<file path="src/rtl/alu_pkg.sv">
// ----------------------------------------------------------------------------
// alu_pkg
// Definitions shared by the ALU execute-stage arithmetic blocks.
//   DATA_W   : default operand/result width (two's complement)
//   SAT_MAX  : most positive DATA_W-bit value; the positive-overflow result
//   SAT_MIN  : most negative DATA_W-bit value; the negative-overflow result
//   sub_state_t : state encoding of the serial subtractor
// ----------------------------------------------------------------------------
package alu_pkg;

    localparam int DATA_W = 16;

    localparam logic [DATA_W-1:0] SAT_MAX = {1'b0, {(DATA_W-1){1'b1}}};
    localparam logic [DATA_W-1:0] SAT_MIN = {1'b1, {(DATA_W-1){1'b0}}};

    typedef enum logic [1:0] {
        IDLE = 2'd0,
        CALC = 2'd1,
        DONE = 2'd2
    } sub_state_t;

endpackage

</file>
<file path="src/rtl/cla_slice.sv">
// ----------------------------------------------------------------------------
// cla_slice
// Combinational SLICE_W-bit carry-lookahead adder: s = x + y + cin.
// Ports:
//   x, y : addend slices
//   cin  : carry into bit 0
//   s    : sum slice
//   cout : carry out of the top bit
// ----------------------------------------------------------------------------
module cla_slice #(
    parameter int SLICE_W = 4
) (
    input  logic [SLICE_W-1:0] x,
    input  logic [SLICE_W-1:0] y,
    input  logic               cin,
    output logic [SLICE_W-1:0] s,
    output logic               cout
);

    always_comb begin
        logic [SLICE_W-1:0] g;
        logic [SLICE_W-1:0] p;
        logic [SLICE_W:0]   c;
        g    = x & y;
        p    = x ^ y;
        c    = '0;
        c[0] = cin;
        // Generate/propagate recurrence; unrolled, each carry becomes a
        // flat sum-of-products of g, p and cin.
        for (int i = 0; i < SLICE_W; i++) begin
            c[i+1] = g[i] | (p[i] & c[i]);
        end
        s    = p ^ c[SLICE_W-1:0];
        cout = c[SLICE_W];
    end

endmodule

</file>
<file path="src/rtl/alu_sub_serial.sv">
// ----------------------------------------------------------------------------
// alu_sub_serial
// Multi-cycle saturating signed subtractor. Computes a - b as a + ~b + 1, one
// SLICE_W-bit slice per cycle with the carry registered between slices, then
// saturates on signed overflow. Flag and saturation semantics match the adder.
// Ports:
//   clk, rst            : clock (rising edge), synchronous active-high reset
//   in_valid / in_ready : operand handshake; in_ready is high only in IDLE
//   a, b                : minuend / subtrahend, captured on in_valid&&in_ready
//   out_valid/out_ready : result handshake; out_valid is high only in DONE
//   result              : saturated difference
//   ovfl, zero, sign    : overflow (saturated), result==0, result MSB
// ----------------------------------------------------------------------------
module alu_sub_serial #(
    parameter int DATA_W  = alu_pkg::DATA_W,
    parameter int SLICE_W = 4
) (
    input  logic              clk,
    input  logic              rst,
    input  logic              in_valid,
    output logic              in_ready,
    input  logic [DATA_W-1:0] a,
    input  logic [DATA_W-1:0] b,
    output logic              out_valid,
    input  logic              out_ready,
    output logic [DATA_W-1:0] result,
    output logic              ovfl,
    output logic              zero,
    output logic              sign
);

    import alu_pkg::*;

    // DATA_W must be a multiple of SLICE_W.
    localparam int NSLICE = DATA_W / SLICE_W;
    localparam int CNT_W  = (NSLICE > 1) ? $clog2(NSLICE) : 1;
    localparam int IDX_W  = (DATA_W > 1) ? $clog2(DATA_W) : 1;
    localparam logic [CNT_W-1:0] LAST_SLICE = CNT_W'(NSLICE - 1);

    // Saturation limits for this instance's width.
    localparam logic signed [DATA_W-1:0] LIM_MAX = {1'b0, {(DATA_W-1){1'b1}}};
    localparam logic signed [DATA_W-1:0] LIM_MIN = {1'b1, {(DATA_W-1){1'b0}}};

    sub_state_t state, state_nxt;

    logic [CNT_W-1:0]         cnt;
    logic                     carry;
    logic signed [DATA_W-1:0] a_op;
    logic signed [DATA_W-1:0] nb_op;
    logic signed [DATA_W-1:0] part_sum;
    logic signed [DATA_W-1:0] raw_diff;
    logic [IDX_W-1:0]         base;
    logic [SLICE_W-1:0]       sl_x, sl_y, sl_s;
    logic                     sl_cout;
    logic [DATA_W:0]          sat;
    logic signed [DATA_W-1:0] result_r;
    logic                     ovfl_r, zero_r, sign_r;

    // Returns {ovfl, value}. Overflow is only possible when the operand
    // signs differ and the raw difference takes the subtrahend's sign.
    function automatic logic [DATA_W:0] saturate(
        input logic signed [DATA_W-1:0] raw,
        input logic                     a_msb,
        input logic                     b_msb
    );
        logic of;
        of = (a_msb != b_msb) && (raw[DATA_W-1] != a_msb);
        if (!of)
            return {1'b0, raw};
        else if (a_msb)
            return {1'b1, LIM_MIN};
        else
            return {1'b1, LIM_MAX};
    endfunction

    // ---- Control: state register ----
    always_comb begin
        state_nxt = state;
        in_ready  = 1'b0;
        out_valid = 1'b0;
        case (state)
            IDLE: begin
                in_ready = 1'b1;
                if (in_valid) state_nxt = CALC;
            end
            CALC: begin
                if (cnt == LAST_SLICE) state_nxt = DONE;
            end
            DONE: begin
                out_valid = 1'b1;
                if (out_ready) state_nxt = IDLE;
            end
            default: state_nxt = IDLE;
        endcase
    end

    // ---- Slice datapath: one CLA slice, selected by the counter ----
    cla_slice #(.SLICE_W(SLICE_W)) u_slice (
        .x    (sl_x),
        .y    (sl_y),
        .cin  (carry),
        .s    (sl_s),
        .cout (sl_cout)
    );

    always_comb begin
        base     = IDX_W'(cnt) * IDX_W'(SLICE_W);
        sl_x     = a_op[base +: SLICE_W];
        sl_y     = nb_op[base +: SLICE_W];
        // Partial sum with the current slice merged in; on the last slice
        // this is the complete raw difference.
        raw_diff = part_sum;
        raw_diff[base +: SLICE_W] = sl_s;
        sat      = saturate(raw_diff, a_op[DATA_W-1], ~nb_op[DATA_W-1]);
    end

    always_ff @(posedge clk) begin
        if (rst) begin
            state    <= IDLE;
            cnt      <= '0;
            carry    <= 1'b0;
            result_r <= '0;
            ovfl_r   <= 1'b0;
            zero_r   <= 1'b0;
            sign_r   <= 1'b0;
        end else begin
            state <= state_nxt;
            case (state)
                IDLE: begin
                    if (in_valid) begin
                        cnt   <= '0;
                        carry <= 1'b1;   // the +1 of a + ~b + 1
                    end
                end
                CALC: begin
                    carry <= sl_cout;
                    cnt   <= cnt + CNT_W'(1);
                    if (cnt == LAST_SLICE) begin
                        ovfl_r   <= sat[DATA_W];
                        result_r <= sat[DATA_W-1:0];
                        zero_r   <= (sat[DATA_W-1:0] == '0);
                        sign_r   <= sat[DATA_W-1];
                    end
                end
                default: ;
            endcase
        end
    end

    // Operand and partial-sum registers carry no reset; they are always
    // rewritten before use.
    always_ff @(posedge clk) begin
        if (state == IDLE && in_valid) begin
            a_op  <= a;
            nb_op <= ~b;
        end
        if (state == CALC) begin
            part_sum <= raw_diff;
        end
    end

    assign result = result_r;
    assign ovfl   = ovfl_r;
    assign zero   = zero_r;
    assign sign   = sign_r;

endmodule

</file>
<file path="config.mk">
export PLATFORM = sky130hd
export DESIGN_NAME = alu_sub_serial
export DESIGN_NICKNAME = d
export VERILOG_FILES = /design/src/rtl/alu_pkg.sv /design/src/rtl/cla_slice.sv /design/src/rtl/alu_sub_serial.sv
export SDC_FILE = /design/constraint.sdc
export NUM_CORES = 1
export LEC_CHECK = 0
export ABC_AREA = 1
export CORE_ASPECT_RATIO = 0.6
export CORE_MARGIN = 2
export CORE_UTILIZATION = 52
export CTS_CLUSTER_SIZE = 28
export DETAILED_ROUTE_END_ITERATION = 10
export GPL_ROUTABILITY_DRIVEN = 0
export PLACE_DENSITY_LB_ADDON = 0.25
export SKIP_CTS_REPAIR_TIMING = 1
export SYNTH_ARGS = -nofsm -noshare
export SYNTH_HDL_FRONTEND = slang
export SYNTH_HIERARCHICAL = 1
export SYNTH_SLANG_ARGS = --single-unit
</file>
<file path="constraint.sdc">
create_clock -name clk -period 3.9 [get_ports clk]
set_input_delay 0.78 -clock clk [delete_from_list [all_inputs] [get_ports clk]]
set_output_delay 0.78 -clock clk [all_outputs]
set_load 0.02 [all_outputs]
</file>
======== Yosys cells after proc, flatten, opt, wreduce, memory -nomap -nowiden ========
Cells that the tools add are included.
storage, ports and cells
  bits in registers ....................... 72
  bits in latches ......................... 0
  RAM bits ................................ 0
  ROM bits ................................ 0
  bits of input ports ..................... 36
  output and inout bits ................... 21
  logic and storage cells ................. 58
  memories ................................ 0
operators by class
  $add $sub $neg .......................... 2
  $mul .................................... 0
  div/mod/pow operators ................... 0
  order comparisons ....................... 0
  equality and inequality tests ........... 8
  shift-type cells ........................ 4
  mux-type cells .......................... 13
  bitwise logic cells ..................... 13
  reductions and logical operators ........ 8
operators with widths
  kind                      number
  $shiftx A16 B5 Y4         2
  $mux W17                  1
  $bwmux W16                1
  $logic_not A16 Y1         1
  $mux W16                  1
  $not A16 Y16              1
  $shift A4 B6 Y16 const A  1
  $shiftx A4 B6 Y16         1
  $mux W2                   4
  $xor A4 B4 Y4             2
  $ne A2 B2 Y1 const B      3
  $neg A4 Y6                1
  $pmux W2 S3               1
  $and A1 B1 Y1             4
  $and A4 B4 Y4             1
  $eq A2 B2 Y1 const B      2
  $or A1 B1 Y1              4
  $pmux W2 S2               1
  $reduce_and A2 Y1         2
  $mux W1                   3
  $reduce_and A3 Y1         1
  $add A2 B1 Y2 const B     1
  $eq A2 B1 Y1 const B      1
  $logic_and A1 B1 Y1       2
  other kinds (5)           6

======== Depth between registers and ports, before layout ========
  word-level depth ........................ 15
  mapped depth ............................ 24
  gate-level depth less buffers ........... 22

======== Modules after synthesis ========
The synthesis kept the hierarchy.
modules (own cells, without submodules)
  module          instances  cells each  area an instance (µm²)  sequential area each (µm²)
  alu_sub_serial  1          316         3105.5                  1901.8
  cla_slice       1          14          117.6                   0.0

======== Least setup slack after synthesis ========
OpenSTA, ideal clock, no wires.
  kind .................................... register to register
  start point ............................. register cnt[0]
  end point ............................... register zero_r (netlist: zero)
  setup time .............................. 66 ps
  arrival ................................. 3403 ps
  required time ........................... 3834 ps
  path slack .............................. 431 ps
  stages on the path, launching flop included .. 24
  buffers on the path ..................... 2
  clock period less this slack ............ 3469 ps
  path through ............................ dfxtp_1 inv_1 buf_2 clkbuf_1 nor2_1 o22ai_1 inv_1 fa_1 inv_1 fa_1 fa_1 inv_1 fa_1 inv_1 inv_1 nor2_1 nand3_2 nand3_2 nand2_4 nand2_1 nand2_1 nor2_2 nand3_2 a21oi_2
on the way
  cells in the longest elaborated chain, start to end .. 15
  elaborated cells on any way between the ends .. 21
  classes of those cells .................. add/sub: 1; eq/ne: 2; shift: 4; mux: 2; bitwise: 9; reduce/logical: 3
RTL lines
  what                    line                   text
  from (decl)             alu_sub_serial.sv:46   logic [CNT_W-1:0] cnt;
  from (signal assigned)  alu_sub_serial.sv:137  cnt <= cnt + CNT_W'(1);
  $shiftx A16 B5 Y4 (*)   alu_sub_serial.sv:109  sl_y = nb_op[base +: SLICE_W];
  named net sl_y[0]       alu_sub_serial.sv:53   logic [SLICE_W-1:0] sl_x, sl_y, sl_s;
  $xor A4 B4 Y4           cla_slice.sv:25        p = x ^ y;
  $and A1 B1 Y1           cla_slice.sv:31        c[i+1] = g[i] | (p[i] & c[i]);
  $or A1 B1 Y1 (*)        cla_slice.sv:31
  $and A1 B1 Y1 (*)       cla_slice.sv:31
  $or A1 B1 Y1 (*)        cla_slice.sv:31
  $and A1 B1 Y1 (*)       cla_slice.sv:31
  $or A1 B1 Y1 (*)        cla_slice.sv:31
  $xor A4 B4 Y4 (*)       cla_slice.sv:33        s = p ^ c[SLICE_W-1:0];
  named net sl_s[3]       alu_sub_serial.sv:53
  $shiftx A4 B6 Y16 (*)   alu_sub_serial.sv:113  raw_diff[base +: SLICE_W] = sl_s;
  $bwmux W16 (*)          alu_sub_serial.sv:113
  $ne A1 B1 Y1            alu_sub_serial.sv:67   of = (a_msb != b_msb) && (raw[DATA_W-1] != a_msb);
  $logic_and A1 B1 Y1     alu_sub_serial.sv:67
  $mux W17 (*)            alu_sub_serial.sv:68   if (!of)
  $logic_not A16 Y1 (*)   alu_sub_serial.sv:141  zero_r <= (sat[DATA_W-1:0] == '0);
  to (signal assigned)    alu_sub_serial.sv:141
  to (decl)               alu_sub_serial.sv:57   logic ovfl_r, zero_r, sign_r;
The timed path passes the listed nets; every way through them passes the cells marked *.
A chain may end at the register's enable or synchronous reset.

======== Worst setup path after layout ========
  start point ............................. register cnt[0]
  end point ............................... register zero_r (netlist: zero)
on the way
  elaborated cells on any way between the ends .. 21
  classes of those cells .................. add/sub: 1; eq/ne: 2; shift: 4; mux: 2; bitwise: 9; reduce/logical: 3
RTL lines
  what                   line                   text
  $shiftx A16 B5 Y4 (*)  alu_sub_serial.sv:108  sl_x = a_op[base +: SLICE_W];
  named net sl_x[0]      alu_sub_serial.sv:53
  $xor A4 B4 Y4          cla_slice.sv:25
  $and A1 B1 Y1          cla_slice.sv:31
  $or A1 B1 Y1 (*)       cla_slice.sv:31
  $and A1 B1 Y1 (*)      cla_slice.sv:31
  $or A1 B1 Y1 (*)       cla_slice.sv:31
  $and A1 B1 Y1 (*)      cla_slice.sv:31
  $or A1 B1 Y1 (*)       cla_slice.sv:31
  $xor A4 B4 Y4 (*)      cla_slice.sv:33
  named net sl_s[3]      alu_sub_serial.sv:53
  $shiftx A4 B6 Y16 (*)  alu_sub_serial.sv:113
  $bwmux W16 (*)         alu_sub_serial.sv:113
  named net raw_diff[7]  alu_sub_serial.sv:51   logic signed [DATA_W-1:0] raw_diff;
  $mux W17 (*)           alu_sub_serial.sv:68
  $logic_not A16 Y1 (*)  alu_sub_serial.sv:141
Marks and branches as above.

==> reports/qor.yml <==
status:
  status: "finished clean"
critical_path:
  r2r_slack_ps: 380
  cp_num_buf_inv: 6
  r2r-start: "cnt[0]$_SDFFE_PP0P_"
  rr_worst_depth: 18
  path_class: "register to register"
  endpoint_kind: "register"
  crit_path_max_fanout: 23
  cp.required_ps: 4140
  path_delay_family: "adder cells"
  r2r-end: "zero$_SDFFE_PP0P_"
  cpMostUsedCell: "inv_1"
  critPathSlowestCell: "o21ai_0"
  cp_cell_sequence: "buf_4, o21ai_0, o22ai_1, inv_1, fa_1, inv_1, fa_1, fa_1, inv_1, fa_1, inv_1, nand3_1, o21ai_0, o21ai_1, nand2_1, inv_1, nand3_2, a21oi_2"
  slowest_delay_ps: 450
  cp.arrival_ps: 3770
  cp-start-kind: "register"
global_route:
  grt_antenna_before_repair: 0
  overflow: 0
  grt_max_degree: 24
  track_usage: 0.224
  grt_first_pass_wirelength_mm: 11.4
  first_global_vias: 2333
sta:
  worstMarginPinSlew_ps: 709
  post-route-period-util: 0.903
  maxSlewViolCount: 0
  hold_violations: 0
  setup_violations: 0
  max_freq_mhz: 284
  fin_crit_ps: 3520
  rsz0062_at_grt: "no"
  finalWorstSetupSlack_ps: 377
  tns_ps: 0
  slew_headroom: 0.527
  skew_ps: 17.3
clock_network:
  cts_made_buffers: 9
  cts-root-buf: "clkbuf_8"
  clock-sinks: 71
  cts_tree: "done"
  clk_path_buf_depth: 2
  clk_pin_slew_worst_paths_ps: 80
  htree_levels: 3
  clkLatencyLatePin_ps: 360
synthesis:
  ys_seq_area_frac: 0.590
  syn-num-nets: 376
  synth_xor_area_frac: 0
  synth_compound_area_frac: 0.139
  synth_top_family_by_area: "simple AND/OR/NAND/NOR gates"
  postSynth.asyncResetShare: 0
  synth_area_per_cell_um2: 9.77
  ys.flop_type: "edfxtp_1"
  synth-seq-cells: 71
  synthAdderAreaFrac: 0.0481
  synth_area_mm2: 0.00322
  synth_edf_count: 48
  yosys.area_share.simple: 0.144
  synth_cell_type_count: 26
  muxShareOfSynthArea: 0
  syn_inst: 330
  yosys_warnings: 6
die:
  core_region_area_mm2: 0.00606
  die_w_um: 106
  die-area_mm2: 0.00687
  pin_count: 57
  fp.dieH_um: 65.0
  initial_core_util: 0.532
  rows: 22
routing:
  ant_nets: 0
  drc: 0
  wl_per_cell_um: 14.3
  vias: 2452
  drtPass1Iterations: 5
  via_per_inst: 5.10
  drt-initial-drc-count: 187
  wirelength_mm: 6.89
worst_hold_path:
  hold-path-endpoint: "carry$_SDFFE_PP0P_"
  min_path_cells: 2
  hp-start: "carry$_SDFFE_PP0P_"
  hold_class: "register to register"
place:
  place_area_mm2: 0.00387
  port_buffers: 56
  pre_cts_slack_ps: 411
  dp_hpwl_mm: 5.05
job:
  max_cap_violations: 0
pwr:
  ir_worst_vdd_mv: 0.213
  leakage_uw: 0.00166
  power_density_mw_per_mm2: 430
cells_and_area:
  fin_nets: 438
  diodes: 0
  drive_gt1_frac: 0.101
  fin_area_mm2: 0.00407
  n_fill_cell: 480
  area_growth_pct: 26.2
==> where the power goes <==
group	internal [uW]	switching, uW
combinational	108	190
sequential	858	13.9
clock	298	280
total	1260	483
==> sequential cells by signal (all words and copies together), names as in the netlist, 2 cells and up <==
| signal | flops |
|---|---|
| a_op | 16 |
| nb_op | 16 |
| result | 16 |
| part_sum | 16 |
| state | 2 |
| cnt | 2 |
==> cells in the mapped netlist, types with 3 or more instances <==
cell type / count / area [um2]
buf_4: 3 / 22.5
nand2_1: 59 / 221
ha_1: 6 / 75.1
nand3_2: 4 / 40.0
nand3_1: 8 / 40.0
nor2_2: 5 / 31.3
clkbuf_1: 5 / 18.8
o21ai_1: 9 / 45.0
edfxtp_1: 48 / 1440
a21oi_1: 21 / 105
dfxtp_1: 23 / 460
nor2_1: 26 / 97.6
o21ai_0: 37 / 185
inv_1: 49 / 184
fa_1: 4 / 80.1
o22ai_1: 8 / 50.1
==> layout make-up <==
cell class,instances,area (um2),share of cell area
Multi-Input combinational cell,197,1070,0.262
Sequential cell,71,1900,0.468
Inverter,51,191,0.0471
Tap cell,84,105,0.0258
Clock buffer,10,128,0.0314
Clock inverter,6,68.8,0.0169
Timing Repair Buffer,62,606,0.149
==> cells by family after synthesis <==
family | count (synthesis)
DFF | 71
AOI/OAI and AO/OA | 81
adders and majority gates | 10
and+or+nand+nor | 106
buffers and inverters | 62
==> metrics by stage <==
stage / cells / total power (uW) / util / hold WS [ps]
detailed placement: 465 / 1180 / 0.639 / 453
CTS: 481 / 1750 / 0.672 / 464
global placement: 465 / 1170 / 0.639 / 441
global route: 481 / 1830 / 0.672 / 488
floorplan: 330 / 1070 / - / 428
finish: 481 / 1750 / 0.672 / 461
==> tightest hold or removal path: stages (launching register included) <==
cell and delay [ps]:
dfxtp_1 310, inv_1 50, a21oi_1 50
==> worst max-delay path by stage <==
stage                             end  slack, ps           startpoint  cells after the start
floorplan           zero$_SDFFE_PP0P_        430  cnt[0]$_SDFFE_PP0P_                     23
global placement    zero$_SDFFE_PP0P_        590  cnt[0]$_SDFFE_PP0P_                     21
detailed placement  zero$_SDFFE_PP0P_        410  cnt[0]$_SDFFE_PP0P_                     18
CTS                 zero$_SDFFE_PP0P_        390  cnt[0]$_SDFFE_PP0P_                     21
global route        zero$_SDFFE_PP0P_         90  cnt[0]$_SDFFE_PP0P_                     21
finish              zero$_SDFFE_PP0P_        380  cnt[0]$_SDFFE_PP0P_                     18
==> metal layers <==
layer / vias to the layer above / GRT usage / wire, um
met4: 0 / 0.0691 / 87
met1: 1134 / 0.350 / 3540
li1: 1217 / - / -
met3: 9 / 0.0694 / 605
met2: 92 / 0.290 / 2660
met5: - / 0 / 0
==> cell usage in the layout (no fill, tap or decap), drive strengths merged, types with 3 or more instances in the layout <==
| master | count |
|---|---|
| o21ai | 46 |
| nand3 | 12 |
| buf | 6 |
| o22ai | 8 |
| nor2 | 31 |
| clkbuf | 10 |
| inv | 52 |
| clkdlybuf4s50 | 56 |
| clkinv | 3 |
| nand2 | 63 |
| fa | 4 |
| ha | 6 |
| dfxtp | 23 |
| edfxtp | 48 |
| a21oi | 23 |
Note: power is estimated with default switching activity, not from simulation.
